[config.mk]
export PLATFORM = sky130hd
export DESIGN_NAME = memory_arbiter
export DESIGN_NICKNAME = d
export VERILOG_FILES = /design/src/rtl/coprocessor_pkg.sv /design/src/rtl/rr_priority_picker.sv /design/src/rtl/memory_arbiter.sv
export SDC_FILE = /design/constraint.sdc
export NUM_CORES = 1
export LEC_CHECK = 0
export ABC_AREA = 1
export BUFFER_PORTS_ARGS = -buffer_cell sky130_fd_sc_hd__buf_2
export CAP_MARGIN = 20
export CORE_ASPECT_RATIO = 2
export CORE_MARGIN = 8
export CORE_UTILIZATION = 40
export DETAILED_ROUTE_END_ITERATION = 8
export PLACE_DENSITY_LB_ADDON = 0.15
export SLEW_MARGIN = 20
export SYNTH_ARGS = -nofsm -noshare
export SYNTH_HDL_FRONTEND = slang
export SYNTH_SLANG_ARGS = --single-unit
[constraint.sdc]
create_clock -name clk -period 2.3 [get_ports clk]
set_input_delay 0.46 -clock clk [delete_from_list [all_inputs] [get_ports clk]]
set_output_delay 0.46 -clock clk [all_outputs]
set_load 0.005 [all_outputs]
[src/rtl/coprocessor_pkg.sv]
// Shared types, defaults and bus-packing helpers for the coprocessor memory subsystem.
`ifndef CP_SLICE
`define CP_SLICE(bus, k, w) bus[int'(k)*(w) +: (w)]
`endif
`ifndef CP_FLAT_WIDTH
`define CP_FLAT_WIDTH(n, w) ((n)*(w))
`endif

package coprocessor_pkg;

   localparam int DEFAULT_NUMBER_OF_REQUESTERS = 4;
   localparam int DEFAULT_WORD_SIZE            = 32;
   localparam int DEFAULT_ADDRESS_WIDTH        = 10;
   localparam int DEFAULT_MAX_HOLD             = 16;

   typedef enum logic [1:0] {
      ST_IDLE     = 2'd0,
      ST_OWNED    = 2'd1,
      ST_HANDOVER = 2'd2
   } arb_state_e;

   // Index width that stays legal for a single requester.
   function automatic int idx_width(input int n);
      return (n > 1) ? $clog2(n) : 1;
   endfunction

endpackage

[src/rtl/rr_priority_picker.sv]
// Round-robin pick: first set request bit at or after the pointer, as one-hot and index.
module rr_priority_picker
   import coprocessor_pkg::*;
#(
   parameter  int N     = DEFAULT_NUMBER_OF_REQUESTERS,
   localparam int IDX_W = idx_width(N)
) (
   input  logic [N-1:0]     req_i,
   input  logic [IDX_W-1:0] ptr_i,
   output logic [N-1:0]     grant_o,
   output logic [IDX_W-1:0] idx_o,
   output logic             valid_o
);

   // NOTE: every output gets a default before the loop so no latch is inferred.
   always_comb begin
      grant_o = '0;
      idx_o   = '0;
      valid_o = 1'b0;
      for (int i = 0; i < N; i++) begin
         int k;
         k = int'(ptr_i) + i;
         if (k >= N) k = k - N;
         if (!valid_o && req_i[k]) begin
            valid_o    = 1'b1;
            grant_o[k] = 1'b1;
            idx_o      = IDX_W'(k);
         end
      end
   end

endmodule

[src/rtl/memory_arbiter.sv]
// Round-robin arbiter granting one requester at a time ownership of a single memory port.
module memory_arbiter
   import coprocessor_pkg::*;
#(
   parameter int NUMBER_OF_REQUESTERS = DEFAULT_NUMBER_OF_REQUESTERS,
   parameter int WORD_SIZE            = DEFAULT_WORD_SIZE,
   parameter int ADDRESS_WIDTH        = DEFAULT_ADDRESS_WIDTH,
   parameter int MAX_HOLD             = DEFAULT_MAX_HOLD
) (
   input  logic                                                 clk,
   input  logic                                                 reset,
   input  logic [NUMBER_OF_REQUESTERS-1:0]                      i_Requests,
   input  logic [`CP_FLAT_WIDTH(NUMBER_OF_REQUESTERS, ADDRESS_WIDTH)-1:0] i_Addresses,
   input  logic [`CP_FLAT_WIDTH(NUMBER_OF_REQUESTERS, WORD_SIZE)-1:0]     i_Write_Data,
   input  logic [NUMBER_OF_REQUESTERS-1:0]                      i_Write_Enables,
   input  logic [NUMBER_OF_REQUESTERS-1:0]                      i_Read_Enables,
   output logic [NUMBER_OF_REQUESTERS-1:0]                      o_Grants,
   output logic [ADDRESS_WIDTH-1:0]                             o_Memory_Address,
   output logic [WORD_SIZE-1:0]                                 o_Memory_Write_Data,
   output logic                                                 o_Memory_Write_Enable,
   output logic                                                 o_Memory_Read_Enable,
   output logic [NUMBER_OF_REQUESTERS-1:0]                      o_Read_Valid
);

   localparam int N     = NUMBER_OF_REQUESTERS;
   localparam int IDX_W = idx_width(N);
   localparam int CNT_W = $clog2(MAX_HOLD + 1);

   arb_state_e       state_q,  state_d;
   logic [IDX_W-1:0] owner_q,  owner_d;
   logic [IDX_W-1:0] ptr_q,    ptr_d;
   logic [N-1:0]     grant_q,  grant_d;
   logic [N-1:0]     rvalid_q, rvalid_d;
   logic [CNT_W-1:0] hold_q,   hold_d;

   logic [N-1:0]     pick_onehot;
   logic [IDX_W-1:0] pick_idx;
   logic             pick_valid;

   logic             owner_req;
   logic             others_pending;
   logic             hold_expired;
   logic [IDX_W-1:0] next_ptr;

   rr_priority_picker #(.N(N)) u_picker (
      .req_i   (i_Requests),
      .ptr_i   (ptr_q),
      .grant_o (pick_onehot),
      .idx_o   (pick_idx),
      .valid_o (pick_valid)
   );

   assign owner_req      = i_Requests[owner_q];
   assign others_pending = |(i_Requests & ~grant_q);
   // Counting the current cycle, the owner has used its full hold budget.
   assign hold_expired   = (hold_q >= CNT_W'(MAX_HOLD - 1));
   assign next_ptr       = (owner_q == IDX_W'(N - 1)) ? '0 : owner_q + 1'b1;

   always_comb begin
      state_d = state_q;
      owner_d = owner_q;
      ptr_d   = ptr_q;
      grant_d = '0;
      hold_d  = hold_q;
      unique case (state_q)
         ST_IDLE, ST_HANDOVER: begin
            if (pick_valid) begin
               state_d = ST_OWNED;
               owner_d = pick_idx;
               grant_d = pick_onehot;
               hold_d  = '0;
            end else begin
               state_d = ST_IDLE;
            end
         end
         ST_OWNED: begin
            hold_d = (hold_q == CNT_W'(MAX_HOLD)) ? hold_q : hold_q + 1'b1;
            if (!owner_req || (hold_expired && others_pending)) begin
               state_d = ST_HANDOVER;
               ptr_d   = next_ptr;
            end else begin
               grant_d = grant_q;
            end
         end
         default: state_d = ST_IDLE;
      endcase
   end

   always_comb begin
      o_Memory_Address      = '0;
      o_Memory_Write_Data   = '0;
      o_Memory_Write_Enable = 1'b0;
      o_Memory_Read_Enable  = 1'b0;
      if (state_q == ST_OWNED) begin
         o_Memory_Address      = `CP_SLICE(i_Addresses, owner_q, ADDRESS_WIDTH);
         o_Memory_Write_Data   = `CP_SLICE(i_Write_Data, owner_q, WORD_SIZE);
         o_Memory_Write_Enable = i_Write_Enables[owner_q];
         // A simultaneous write takes the port; the read is dropped.
         o_Memory_Read_Enable  = i_Read_Enables[owner_q] & ~i_Write_Enables[owner_q];
      end
   end

   assign rvalid_d = o_Memory_Read_Enable ? grant_q : '0;

   // NOTE: state registers use non-blocking assignments so every flop samples pre-edge values.
   always_ff @(posedge clk) begin
      if (reset) begin
         state_q  <= ST_IDLE;
         owner_q  <= '0;
         ptr_q    <= '0;
         grant_q  <= '0;
         rvalid_q <= '0;
         hold_q   <= '0;
      end else begin
         state_q  <= state_d;
         owner_q  <= owner_d;
         ptr_q    <= ptr_d;
         grant_q  <= grant_d;
         rvalid_q <= rvalid_d;
         hold_q   <= hold_d;
      end
   end

   assign o_Grants     = grant_q;
   assign o_Read_Valid = rvalid_q;

endmodule
### Word level (Yosys, flattened, before mapping)

Cells that the tools add are included.

| operators by class | value |
|---|---|
| multiply operators | 1 |
| $lt $le $gt $ge | 14 |
| add/subtract/negate cells | 9 |
| shift operators | 2 |
| eq/ne operators | 7 |
| reductions and logical operators | 21 |
| multiplexer cells | 56 |
| bitwise gates (word level) | 8 |

Operator list:

| operator | count |
|---|---|
| 32-bit 2-to-1 mux | 5 |
| 32-bit by 1-bit >= comparator with 1-bit output, second input constant | 4 |
| 32-bit by 4-bit < comparator with 1-bit output, second input constant | 4 |
| 128-bit by 8-bit variable part select with 32-bit output | 1 |
| 32-bit by 4-bit >= comparator with 1-bit output, second input constant | 3 |
| 32-bit by 4-bit subtractor with 32-bit output, second input constant | 3 |
| 40-bit by 7-bit variable part select with 10-bit output | 1 |
| 4-bit 2-to-1 mux | 6 |
| 1-bit 2-to-1 mux | 22 |
| 1-bit binary-select mux with 2-bit select | 7 |
| 2-bit 2-to-1 mux | 6 |
| 4-bit bitwise OR | 3 |
| 10-bit 2-to-1 mux | 1 |
| 5-bit 2-to-1 mux | 2 |
| 5-bit one-hot mux with 2 select lines | 1 |
| 1-bit demux with 2-bit select | 4 |
| 1-bit logical AND | 8 |
| 4-bit one-hot mux with 2 select lines | 1 |
| 2-bit by 2-bit adder with 3-bit output, second input constant | 2 |
| 2-bit inequality test, second input constant | 3 |
| 5-bit by 1-bit adder with 5-bit output, second input constant | 1 |
| 5-bit equality test, second input constant | 1 |
| 5-bit by 4-bit >= comparator with 1-bit output, second input constant | 1 |
| 2-bit by 3-bit multiplier with 5-bit output, second input constant | 1 |
| other kinds (20) | 27 |

| storage, ports and cells | value |
|---|---|
| logic and storage cells | 124 |
| output and inout bits | 52 |
| bits in registers | 19 |

### Longest topological paths before layout

| depth | value |
|---|---|
| depth after elaboration | 17 |
| depth in mapped cells | 12 |

### Cells and area by module

A second synthesis with hierarchy kept.

| second synthesis, totals | value |
|---|---|
| cells, all modules | 545 |
| area total of the unflattened synthesis | 2,836.5 sq um |

By module, submodules not included:

| module | cells each | area each (sq um) | times used | seq. area each (sq um) |
|---|---|---|---|---|
| memory_arbiter | 468 | 2,376.0 | 1 | 380.4 |
| rr_priority_picker | 77 | 460.4 | 1 | 0.0 |

### Worst setup path before layout

No wires, ideal clock.

| path | value |
|---|---|
| kind | flip-flop to flip-flop |
| start point | register ptr_q[1] |
| end point | register hold_q[1] |
| data arrival time | 1.697 ns |
| buffers on the path | 0 |
| stages on the path, launching flop included | 12 |
| slack | 0.485 ns |
| period minus slack after synthesis | 1.815 ns |
| path through | dfxtp_1 > inv_1 > ha_1 > inv_1 > nand2_1 > nand2_2 > nor2_8 > nand3b_4 > nand2_4 > nand2_2 > o21bai_2 > nor2_1 |

| between the ends | value |
|---|---|
| cells in the longest elaborated chain, start to end | 17 |
| elaborated cells between the ends (all ways) | 39 |
| those cells by class | 7 x add/sub; 4 x order compare; 1 x eq/ne; 20 x mux; 7 x reduce/logical |

RTL lines:

| element | line | source |
|---|---|---|
| start, declared | memory_arbiter.sv:31 | `logic [IDX_W-1:0] ptr_q, ptr_d;` |
| start signal, assigned | memory_arbiter.sv:117 | `ptr_q <= ptr_d;` |
| branches (longest 14 deep; another with 32-bit by 4-bit subtractor with 32-bit output) | n/a |  |
| 1-bit 2-to-1 mux * | rr_priority_picker.sv:24 | `if (!valid_o && req_i[k]) begin` |
| 2-bit inequality test (no source line) * | n/a |  |
| 3-bit AND reduction (no source line) * | n/a |  |
| end signal, assigned | memory_arbiter.sv:120 | `hold_q <= hold_d;` |
| end, declared | memory_arbiter.sv:34 | `logic [CNT_W-1:0] hold_q, hold_d;` |

Every way passes the cells marked *. The select of a mux whose other input is x is not followed.
A chain may end at the register's enable or synchronous reset.

### Final worst setup path

| path | value |
|---|---|
| start point | register owner_q[1] |
| end point | output o_Memory_Read_Enable |

| between the ends | value |
|---|---|
| cells in the longest elaborated chain, start to end | 5 |
| elaborated cells between the ends (all ways) | 7 |
| those cells by class | 5 x mux; 2 x bitwise |

RTL lines:

| element | line | source |
|---|---|---|
| start, declared | memory_arbiter.sv:30 | `logic [IDX_W-1:0] owner_q, owner_d;` |
| start signal, assigned | memory_arbiter.sv:116 | `owner_q <= owner_d;` |
| 1-bit binary-select mux with 2-bit select | memory_arbiter.sv:99 | `o_Memory_Read_Enable = i_Read_Enables[owner_q] & ~i_Write_Enables[owner_q];` |
| 1-bit 2-to-1 mux (not written as such) | memory_arbiter.sv:99 |  |
| 1-bit inverter | memory_arbiter.sv:99 |  |
| 1-bit AND * | memory_arbiter.sv:99 |  |
| 1-bit 2-to-1 mux * | memory_arbiter.sv:94 | `if (state_q == ST_OWNED) begin` |
| end, declared | memory_arbiter.sv:21 | `output logic o_Memory_Read_Enable,` |

Mark *: on every way between the ends. The rest lies on a longest branch, timed or not. The select of a mux whose other input is x is not followed.

==> results.json <==
{
  "cp-endpoint": "o_Memory_Read_Enable",
  "clock_skew_ns": 0.00366,
  "reg2reg_from": "ptr_q[1]",
  "core_area_mm2": 0.00683,
  "drc": 0,
  "num_vias": 4270,
  "die-area_mm2": 0.0100,
  "port_buffers": 233,
  "slowest_delay_ns": 0.34,
  "clkTransAtPathRegs_ns": 0.06,
  "fmax_ghz": 0.472,
  "place_hpwl_um": 10800,
  "synth.cell_area_mm2": 0.00278,
  "num_rows": 43,
  "finalNetCount": 938,
  "rsz0062_at_grt": "false",
  "diodes": 0,
  "die_x_um": 74.9,
  "r2r_cells": 10,
  "cts_sinks": 19,
  "final_cells": 836,
  "path_max_fanout": 31,
  "synthToLayoutAreaGrowth_pct": 48.4,
  "mostFrequentLayoutCells": "buf_2, nor2_1, o21ai_0, a21oi_1, nand2_1",
  "cp.arrival_ns": 1.66,
  "status": "finished clean",
  "routed_wl_um": 13100,
  "cts_tree": "yes",
  "utilization_pct": 60.3,
  "wl_per_cell_um": 15.7,
  "worstHoldPathType": "reg -> reg",
  "final_common_cell": "buf_2",
  "syn_area_per_cell_um2": 5.25,
  "detail-route-antenna-nets": 0,
  "ir_drop_v": 0.000691,
  "cts_root_buffer": "clkbuf_16",
  "r2r-end": "owner_q[1]",
  "min_from": "o_Grants[1]",
  "finalHoldViolations": 0,
  "slowest_stage": "dfxtp_2",
  "htree_levels": 1,
  "ctsHoldBuffers": 0,
  "startpoint_type": "register",
  "synth_seq_area_share_pct": 13.7,
  "crit_start": "owner_q[1]",
  "power_density_mw_per_mm2": 1020,
  "fill_cells": 719,
  "path_cells": "buf_4, o21ai_0, o22ai_1, nand2_1, nor2_1, buf_2",
  "path_class": "reg -> out",
  "regToRegSetupSlack_ns": 0.38,
  "clkLatencyLatePin_ns": 0.25,
  "tns_ns": 0,
  "slew_headroom_pct": 55.8,
  "cts.path.max_buffers": 2,
  "multiInputGateArea_mm2": 0.00215,
  "fin_crit_ns": 2.12,
  "yosysWarnings": 0,
  "syn_nets": 720,
  "pin_count": 234,
  "tightest_slew_ns": 0.656,
  "grt_pass1_wl_um": 19800,
  "regArea_um2": 383,
  "drtIter0Drc": 313,
  "cts_resized": 0,
  "vias_per_cell": 5.11,
  "grt_usage_pct": 24.4,
  "start_util_pct": 40.7,
  "post_cts_buffers": 0,
  "cts_made_buffers": 3,
  "place_congestion": 0.861,
  "p_leak_nw": 2.18,
  "antenna_found_initial": 0,
  "drv_cap": 0,
  "synthDistinctLibCells": 27,
  "timing.final.crit_share_pct": 92.1,
  "firstDrtPassIters": 5,
  "grt_max_degree": 56,
  "slew_violations": 0,
  "setup_violations": 0,
  "drive_above_1_share_pct": 36.7,
  "placed_cells": 832,
  "cp_data_required_time_ns": 1.84,
  "grt_overflow": 0,
  "cp-end-kind": "output pin",
  "fp.dieH_um": 134,
  "netlist_instances": 529,
  "grt_pass1_vias": 4031,
  "ys_ff_latch": 19
}
==> critical path, delay by kind of cell, from the launching register on <==
family / cells / cell delay, ns
AOI/OAI and AO/OA: 2 / 0.34
buffers and inverters: 2 / 0.49
DFF: 1 / 0.34
and+or+nand+nor: 2 / 0.24
==> cells by family after synthesis <==
family / Yosys count / synth area share (%)
flip-flops: 19 / 13.7
AND/OR/NAND/NOR: 278 / 42.7
adder cells (fa/ha/maj): 9 / 4.05
buffers and inverters: 58 / 8.82
AO/OA/AOI/OAI: 165 / 30.7
==> power breakdown <==
part | internal [mW] | leakage [nW] | switching (mW)
clock | 0.236 | 0.0382 | 0.124
combinational | 1.27 | 1.98 | 2.10
sequential | 0.405 | 0.155 | 0.0607
total | 1.91 | 2.18 | 2.28
==> metrics by stage <==
stage / setup slack (ns) / hold slack, ns / cell area (um^2) / power (mW)
2_1_floorplan: 0.485 / 0.447 / 2780 / 2.74
3_3_place_gp: 0.472 / 0.452 / 4040 / 3.79
3_5_place_dp: 0.416 / 0.458 / 4040 / 3.81
4_1_cts: 0.192 / 0.469 / 4120 / 4.18
5_1_grt: 0.0339 / 0.498 / 4120 / 4.66
6_report: 0.182 / 0.464 / 4120 / 4.19
==> registers in the layout, indices dropped and copies added (netlist names) <==
register and count:
hold_q 5, o_Grants 4, o_Read_Valid 4, owner_q 2, ptr_q 2, state_q 2
==> per-layer routing <==
metal / wire (um) / track usage [%] / share of wire (%)
met1: 4790 / 27.3 / 37
met2: 6320 / 41.9 / 48
met3: 1720 / 8.23 / 13
met4: 275 / 5.49 / 2.1
met5: 0 / 0 / 0
==> final cells by class <==
cell class	count	share of cell area, %
inverter	23	2.22
tap	90	2.73
multi-input combinational	452	52.2
sequential	19	9.29
timing repair buffer	248	31.6
clock buffer	4	1.91
==> Yosys cell counts (all sizes together) <==
master	instances	area [um^2]
a21boi	6	45.0
a21oi	62	310
a32oi	1	8.76
buf	18	90.1
clkbuf	17	63.8
dfxtp	19	380
ha	9	113
inv	23	91.3
nand2	50	235
nand3	24	125
nand3b	1	20.0
nand4	8	50.1
nor2	191	733
nor3	2	10.0
nor3b	1	7.51
o21ai	93	465
o21bai	1	11.3
o22ai	2	12.5
or2	1	6.26
==> how the worst min path moves through the flow <==
stage / end / cells past startpoint / slack (ns)
detailed placement: o_Read_Valid[1] / 2 / 0.46
floorplan: o_Read_Valid[1] / 2 / 0.45
global placement: o_Read_Valid[1] / 2 / 0.45
finish: o_Read_Valid[1] / 2 / 0.46
CTS: o_Read_Valid[1] / 2 / 0.47
global route: o_Read_Valid[3] / 2 / 0.50
Note: power is estimated with default switching activity, not from simulation.
